$ cat config.mk
export PLATFORM = sky130hd
export DESIGN_NAME = mac_pipe_sat
export DESIGN_NICKNAME = d
export VERILOG_FILES = /design/src/rtl/mac_pipe_sat.sv
export SDC_FILE = /design/constraint.sdc
export NUM_CORES = 1
export LEC_CHECK = 0
export BUFFER_PORTS_ARGS = -buffer_cell sky130_fd_sc_hd__buf_4
export CAP_MARGIN = 20
export CORE_MARGIN = 4
export CORE_UTILIZATION = 56
export DETAILED_ROUTE_END_ITERATION = 16
export GPL_ROUTABILITY_DRIVEN = 0
export PLACE_DENSITY = 0.75
export SETUP_SLACK_MARGIN = 0.02
export SYNTH_ARGS = -nofsm -noshare
export SYNTH_HDL_FRONTEND = slang
export SYNTH_SLANG_ARGS = --single-unit
export TNS_END_PERCENT = 5
$ cat constraint.sdc
create_clock -name clk -period 8 [get_ports clk]
set_input_delay 0 -clock clk [delete_from_list [all_inputs] [get_ports clk]]
set_output_delay 0 -clock clk [all_outputs]
set_load 0.02 [all_outputs]
$ cat src/rtl/mac_pipe_sat.sv
`default_nettype none
// ============================================================================
// Module   : mac_pipe_sat
// Purpose  : Streaming signed multiply-accumulate with optional product
//            pipeline stage and saturating or wrapping accumulation.
// Revision : 1.0
// ============================================================================
module mac_pipe_sat #(
  parameter int WIDTH     = 8,
  parameter int ACC_WIDTH = 16,
  parameter int PIPE      = 0,
  parameter int SAT       = 1
) (
  input  logic                        clk,
  input  logic                        reset,
  input  logic signed [WIDTH-1:0]     a,
  input  logic signed [WIDTH-1:0]     b,
  input  logic                        valid_in,
  input  logic                        clear_acc,
  output logic                        valid_out,
  output logic signed [ACC_WIDTH-1:0] f,
  output logic                        overflow
);

  localparam int PW  = 2 * WIDTH;
  localparam int EXT = ACC_WIDTH + 1 - PW;
  localparam logic [ACC_WIDTH-1:0] C_MAX = {1'b0, {(ACC_WIDTH-1){1'b1}}};
  localparam logic [ACC_WIDTH-1:0] C_MIN = {1'b1, {(ACC_WIDTH-1){1'b0}}};

  generate
    if (ACC_WIDTH < 2 * WIDTH) begin : g_bad_acc_width
      $error("mac_pipe_sat: ACC_WIDTH must be >= 2*WIDTH");
    end
  endgenerate

  // Stage 0: operand capture
  logic [WIDTH-1:0] a_q;
  logic [WIDTH-1:0] b_q;
  logic             v0_q;
  logic             clr0_q;

  always_ff @(posedge clk) begin
    if (reset) begin
      a_q    <= '0;
      b_q    <= '0;
      v0_q   <= 1'b0;
      clr0_q <= 1'b0;
    end else begin
      a_q    <= a;
      b_q    <= b;
      v0_q   <= valid_in;
      clr0_q <= clear_acc;
    end
  end

  // Operands are sign-extended to the product width so the low PW bits of
  // the unsigned multiply equal the signed product.
  logic [PW-1:0] w_a_ext;
  logic [PW-1:0] w_b_ext;
  logic [PW-1:0] w_prod0;

  assign w_a_ext = {{WIDTH{a_q[WIDTH-1]}}, a_q};
  assign w_b_ext = {{WIDTH{b_q[WIDTH-1]}}, b_q};
  assign w_prod0 = w_a_ext * w_b_ext;

  logic [PW-1:0] w_acc_prod;
  logic          w_acc_valid;
  logic          w_acc_clr;

  generate
    if (PIPE != 0) begin : g_pipe
      logic [PW-1:0] prod_q;
      logic          v1_q;
      logic          clr1_q;

      always_ff @(posedge clk) begin
        if (reset) begin
          prod_q <= '0;
          v1_q   <= 1'b0;
          clr1_q <= 1'b0;
        end else begin
          prod_q <= w_prod0;
          v1_q   <= v0_q;
          clr1_q <= clr0_q;
        end
      end

      assign w_acc_prod  = prod_q;
      assign w_acc_valid = v1_q;
      assign w_acc_clr   = clr1_q;
    end else begin : g_nopipe
      assign w_acc_prod  = w_prod0;
      assign w_acc_valid = v0_q;
      assign w_acc_clr   = clr0_q;
    end
  endgenerate

  // Accumulate stage: one guard bit above the accumulator exposes overflow.
  logic [ACC_WIDTH-1:0] f_q, f_d;
  logic                 vo_q, vo_d;
  logic                 ov_q, ov_d;
  logic [ACC_WIDTH:0]   w_prod_ext;
  logic [ACC_WIDTH:0]   w_base;
  logic [ACC_WIDTH:0]   w_sum;
  logic                 w_ovf;

  assign w_prod_ext = {{EXT{w_acc_prod[PW-1]}}, w_acc_prod};
  assign w_base     = w_acc_clr ? '0 : {f_q[ACC_WIDTH-1], f_q};
  assign w_sum      = w_base + w_prod_ext;
  assign w_ovf      = w_sum[ACC_WIDTH] ^ w_sum[ACC_WIDTH-1];

  always_comb begin
    f_d  = f_q;
    vo_d = 1'b0;
    ov_d = 1'b0;
    if (w_acc_valid) begin
      vo_d = 1'b1;
      ov_d = w_ovf;
      if (w_ovf && (SAT != 0)) begin
        f_d = w_sum[ACC_WIDTH] ? C_MIN : C_MAX;
      end else begin
        f_d = w_sum[ACC_WIDTH-1:0];
      end
    end
  end

  always_ff @(posedge clk) begin
    if (reset) begin
      f_q  <= '0;
      vo_q <= 1'b0;
      ov_q <= 1'b0;
    end else begin
      f_q  <= f_d;
      vo_q <= vo_d;
      ov_q <= ov_d;
    end
  end

  assign f         = f_q;
  assign valid_out = vo_q;
  assign overflow  = ov_q;

endmodule
`default_nettype wire

[Word level (Yosys, flattened, before mapping)]
Cells that the tools add are included.
Operators by class
  add/sub/neg operators: 1
  multiply operators: 1
  mux-type cells: 4
  bitwise operators: 2
  reductions and logical operators: 1
Operators with widths (number)
  $mux 16: 2
  $add 17x17->17: 1
  $mux 17: 1
  $mul 8x8->16: 1
  $reduce_or 2->1: 1
  $mux 1: 1
  $not 1->1: 1
  $xor 1x1->1: 1
Word-level totals
  flip-flop bits (word level): 36
  input port bits: 20
  output and inout port bits: 18
  word-level logic and storage cells: 16

[Logic depth before layout (Yosys ltp)]
  depth in word-level cells: 4
  depth in mapped cells: 27
  depth with buffers taken out: 26

[Least setup slack after synthesis]
OpenSTA, ideal clock, no wires.
  kind: register -> register
  start: register b_q[7]
  end: register f_q[13], in the netlist f[13]
  data arrival time: 5.906 ns
  required time: 7.873 ns
  setup slack: 1.967 ns
  stages on the path, launching flop included: 25
  buffers on the path: 2
  clock period less this slack: 6.033 ns
  cells stage by stage: dfxtp_1 nand2b_1 fa_1 fa_1 inv_1 fa_1 inv_1 fa_1 inv_1 ha_1 a21oi_1 o21bai_1 a21oi_1 o21ai_0 nand4b_1 o311ai_0 ha_1 clkbuf_1 nand3_1 or2_4 o221a_4 xor2_4 buf_6 nor3_1 or3_1
On the way
  cells in the longest elaborated chain, start to end: 4
Ends and longest elaborated chain
  start: declaration: RTL line 38  | logic [WIDTH-1:0] b_q;
  start signal: assignment: RTL line 45  | b_q <= '0;
  start signal: assignment: RTL line 50  | b_q <= b;
  $mul 8x8->16 (*): RTL line 64  | assign w_prod0 = w_a_ext * w_b_ext;
  $add 17x17->17 (*): RTL line 109  | assign w_sum = w_base + w_prod_ext;
  $mux 16 or $xor 1x1->1 (tied branches): RTL line 120, 110
  $mux 16 (*): RTL line 119  | if (w_ovf && (SAT != 0)) begin
  end signal: assignment: RTL line 129  | f_q <= '0;
  end signal: assignment: RTL line 133  | f_q <= f_d;
  end: declaration: RTL line 99  | logic [ACC_WIDTH-1:0] f_q, f_d;
Mark *: on every way between the ends. The rest lies on a longest branch, timed or not.
A chain may end at the register's enable or synchronous reset.

[Worst setup path after layout]
Ends and elaborated chain as after synthesis.

==> flow_metrics.env <==
export IMPL_outcome="finished, final reports clean"
export IMPL_dieArea_mm2=0.0100
export IMPL_worst_path_most_repeated_cell="fa_1"
export IMPL_hold_depth=2
export IMPL_fin_crit_sh_pct=83.1
export IMPL_p_leak_uw=0.00258
export IMPL_slowest_delay_ns=0.54
export IMPL_cts_root_buffer="clkbuf_8"
export IMPL_core_rowCount=33
export IMPL_rsz0062_at_grt="no"
export IMPL_worst_endpoint_required_ns=8.18
export IMPL_postRouteAntennaNets=0
export IMPL_synth_edf_count=0
export IMPL_whs_endpoint="b_q[2]"
export IMPL_hold_viol_final=0
export IMPL_switchingPower_uw=460
export IMPL_crit_fanout=17
export IMPL_cts_tree="yes"
export IMPL_first_global_vias=3865
export IMPL_drcViolationCount=0
export IMPL_drt_iter0_drc=158
export IMPL_wirelength_mm=9.87
export IMPL_r2r_start="b_q[7]"
export IMPL_yosysSeqAreaShare_pct=15.2
export IMPL_power_internal_uw=593
export IMPL_power_density_mw_per_mm2=195
export IMPL_tightestPinTransition_ns=0.827
export IMPL_hold_ws_ns=0.0137
export IMPL_finalPower_uw=1050
export IMPL_criticalPathCategory="reg2reg"
export IMPL_core_area_mm2=0.00822
export IMPL_clk_latency_ns=0.29
export IMPL_drv_slew=0
export IMPL_start_util_pct=57.7
export IMPL_fin_skew_ns=0.00909
export IMPL_path_clk_slew_ns=0.08
export IMPL_r2r_end="f[13]"
export IMPL_setup_violations=0
export IMPL_layout_min_cycle_time_ns=6.65
export IMPL_clockPowerShare_pct=15.5
export IMPL_numPortBuffers=37
export IMPL_cp_arrival_ns=6.83
export IMPL_grt_usage_pct=21.7
export IMPL_io_pins=38
export IMPL_synth_cell_types=58
export IMPL_syn_avg_cell_area_um2=9.03
export IMPL_firstDrtPassIters=4
export IMPL_viasPerCell=5.31
export IMPL_grt_overflow_total=0
export IMPL_crit_chain="nand2b_1, fa_1, fa_1, inv_1, fa_1, inv_1, fa_1, inv_1, ha_1, a21oi_1, o21bai_1, a21oi_1, o21ai_0, o311ai_0, ha_1, nand3_1, or2_4, o221a_4, xor2_4, a2111oi_0, or3_1"
export IMPL_hp_class="in2reg"
export IMPL_max_freq_ghz=0.150
export IMPL_hpwl_mm=7.93
export IMPL_vias=3624
export IMPL_antenna_cells=0
export IMPL_cts_resized_gates=0
export IMPL_die_h_um=100
export IMPL_syn_num_nets=646
export IMPL_synth_seq_cells=36
export IMPL_r2r_cells=21
export IMPL_ys_async_sr_fraction_pct=0
export IMPL_start_kind="flop"
export IMPL_yosysWarningCount=0
export IMPL_synthCells=525
export IMPL_holdCritStartpoint="b[2]"
export IMPL_vdd_ir_drop_max_mv=0.248
export IMPL_switching_share_pct=43.7
export IMPL_syn_to_final_growth_pct=13.8
export IMPL_grt_max_degree=36
export IMPL_drive_gt1_share_pct=12.8
export IMPL_maxSlewHeadroom_pct=44.9
export IMPL_wire_per_inst_um=14.4
export IMPL_design_area_mm2=0.00539
export IMPL_cts_sinks=36
export IMPL_critPathSlowestCell="fa_1"
export IMPL_die_x_um=100
export IMPL_p_comb_share_pct=63.6
export IMPL_finalNetCount=698
export IMPL_grt_pass1_wl_mm=17.5
export IMPL_ys_flop_type="dfxtp_1"
export IMPL_htreeDepth=2
export IMPL_setup_tns_ns=0
export IMPL_cts_buffers=5
export IMPL_antenna_found_initial=1
export IMPL_r2r_slack_ns=1.35
export IMPL_syn_cell_area_mm2=0.00474
export IMPL_maxCapViolations=0
export IMPL_cp_end_kind="flop"
export IMPL_pwr_share_seq_pct=20.9
export IMPL_placed_area_mm2=0.00511
export IMPL_ctsLongestPathBuffers=2
[cells in the final DEF (no fill, tap or decap), types with 4 or more instances in the layout]
| cell type | n |
|---|---|
| nor2b_1 | 43 |
| buf_4 | 38 |
| inv_1 | 101 |
| maj3_1 | 6 |
| nand3_1 | 5 |
| maj3_2 | 8 |
| xnor2_1 | 20 |
| a211oi_1 | 7 |
| nor3_1 | 4 |
| a211oi_2 | 8 |
| clkbuf_8 | 5 |
| o21ai_0 | 7 |
| and3_1 | 4 |
| xor2_1 | 7 |
| a21oi_1 | 15 |
| fa_1 | 56 |
| and2_1 | 45 |
| nand2_1 | 18 |
| a21o_1 | 7 |
| ha_1 | 45 |
| dfxtp_1 | 36 |
| nor2_1 | 27 |
| dlygate4sd3_1 | 17 |
| nand2b_1 | 5 |
[sequential cells by signal, indices dropped and copies added (netlist names)]
register and cells:
clr0_q 1, valid_out 1, f 16, overflow 1, v0_q 1, a_q 8
b_q 8
[metrics by stage]
step	utilization [%]	std cells	setup slack [ns]
5_1_grt	65.6	683	0.847
2_1_floorplan	-	525	1.97
4_1_cts	65.6	683	1.34
6_report	65.6	683	1.35
3_3_place_gp	62.2	658	1.56
3_5_place_dp	62.2	658	1.39
[how the worst max path moves through the flow]
stage                 from  endpoint  slack [ns]  cells after the start
detailed placement  b_q[7]     f[13]        1.39                     21
global route        b_q[7]     f[13]        0.85                     22
finish              b_q[7]     f[13]        1.35                     21
global placement    b_q[7]     f[13]        1.56                     21
CTS                 a_q[1]     f[13]        1.34                     22
floorplan           b_q[7]     f[13]        1.97                     24
[cell usage after synthesis, drive strengths merged, types with 2 or more instances]
master / count / area (um^2)
inv: 101 / 379
fa: 56 / 1120
and2: 45 / 282
ha: 45 / 563
nor2b: 43 / 269
dfxtp: 36 / 721
nor2: 27 / 101
xnor2: 20 / 175
nand2: 19 / 73.8
a211oi: 15 / 153
a21oi: 15 / 75.1
maj3: 14 / 150
a21o: 8 / 61.3
clkbuf: 8 / 30.0
xor2: 8 / 88.8
o21ai: 7 / 35.0
nand3: 6 / 35.0
and3: 5 / 36.3
nand2b: 5 / 31.3
nor3: 4 / 20.0
o21bai: 4 / 41.3
a31oi: 3 / 18.8
o211ai: 3 / 22.5
buf: 2 / 16.3
o22ai: 2 / 18.8
or2: 2 / 15.0
or3: 2 / 12.5
[worst max-delay path, delay by kind of cell, from the launching register on]
kind | cells | cell delay (ns)
xor gates and xnor gates | 1 | 0.43
adders and majority gates | 6 | 2.76
buffers and inverters | 3 | 0.14
AOI/OAI and AO/OA | 7 | 1.72
DFF | 1 | 0.53
and+or+nand+nor | 4 | 0.93
[power by group through the flow]
stage | clock (uW) | sequential [uW] | combinational [uW]
detailed placement | 0 | 224 | 658
global placement | 0 | 223 | 641
CTS | 168 | 220 | 669
global route | 177 | 224 | 744
finish | 163 | 220 | 671
floorplan | 0 | 235 | 525
[layout make-up]
type / count / area [um^2]
multi-input cells: 378 / 3590
clock inverters: 3 / 42.5
well taps: 105 / 131
repair buffers: 55 / 455
inverters: 101 / 379
clock buffers: 5 / 68.8
fillers: 688 / 2830
flip-flops and latches: 36 / 721
[cell families (layout without fill, tap and decap cells)]
group	Yosys count	count (layout)	synth area share, %
AND/OR/NAND/NOR	162	162	19.1
adder cells (fa/ha/maj)	115	115	38.7
buffers and inverters	111	164	8.98
AO/OA/AOI/OAI	71	71	12.0
flip-flops	36	36	15.2
XOR/XNOR	28	28	5.57
multiplexers	2	2	0.449
[timing repair]
action,CTS,global route
hold buffers,17,0
setup buffers,0,0
endpoints found under the hold margin,17,0
endpoints found under the setup margin,0,0
[layer usage]
metal | routed length (um) | share of wire, % | global-route usage, % | vias up
li1 | - | - | - | 1783
met1 | 4260 | 43 | 27.3 | 1758
met2 | 5100 | 52 | 39.2 | 67
met3 | 354 | 3.6 | 2.99 | 14
met4 | 152 | 1.5 | 5.39 | 2
met5 | 7 | 0.071 | 0 | -
No activity file was read; power rests on OpenSTA's default activity.
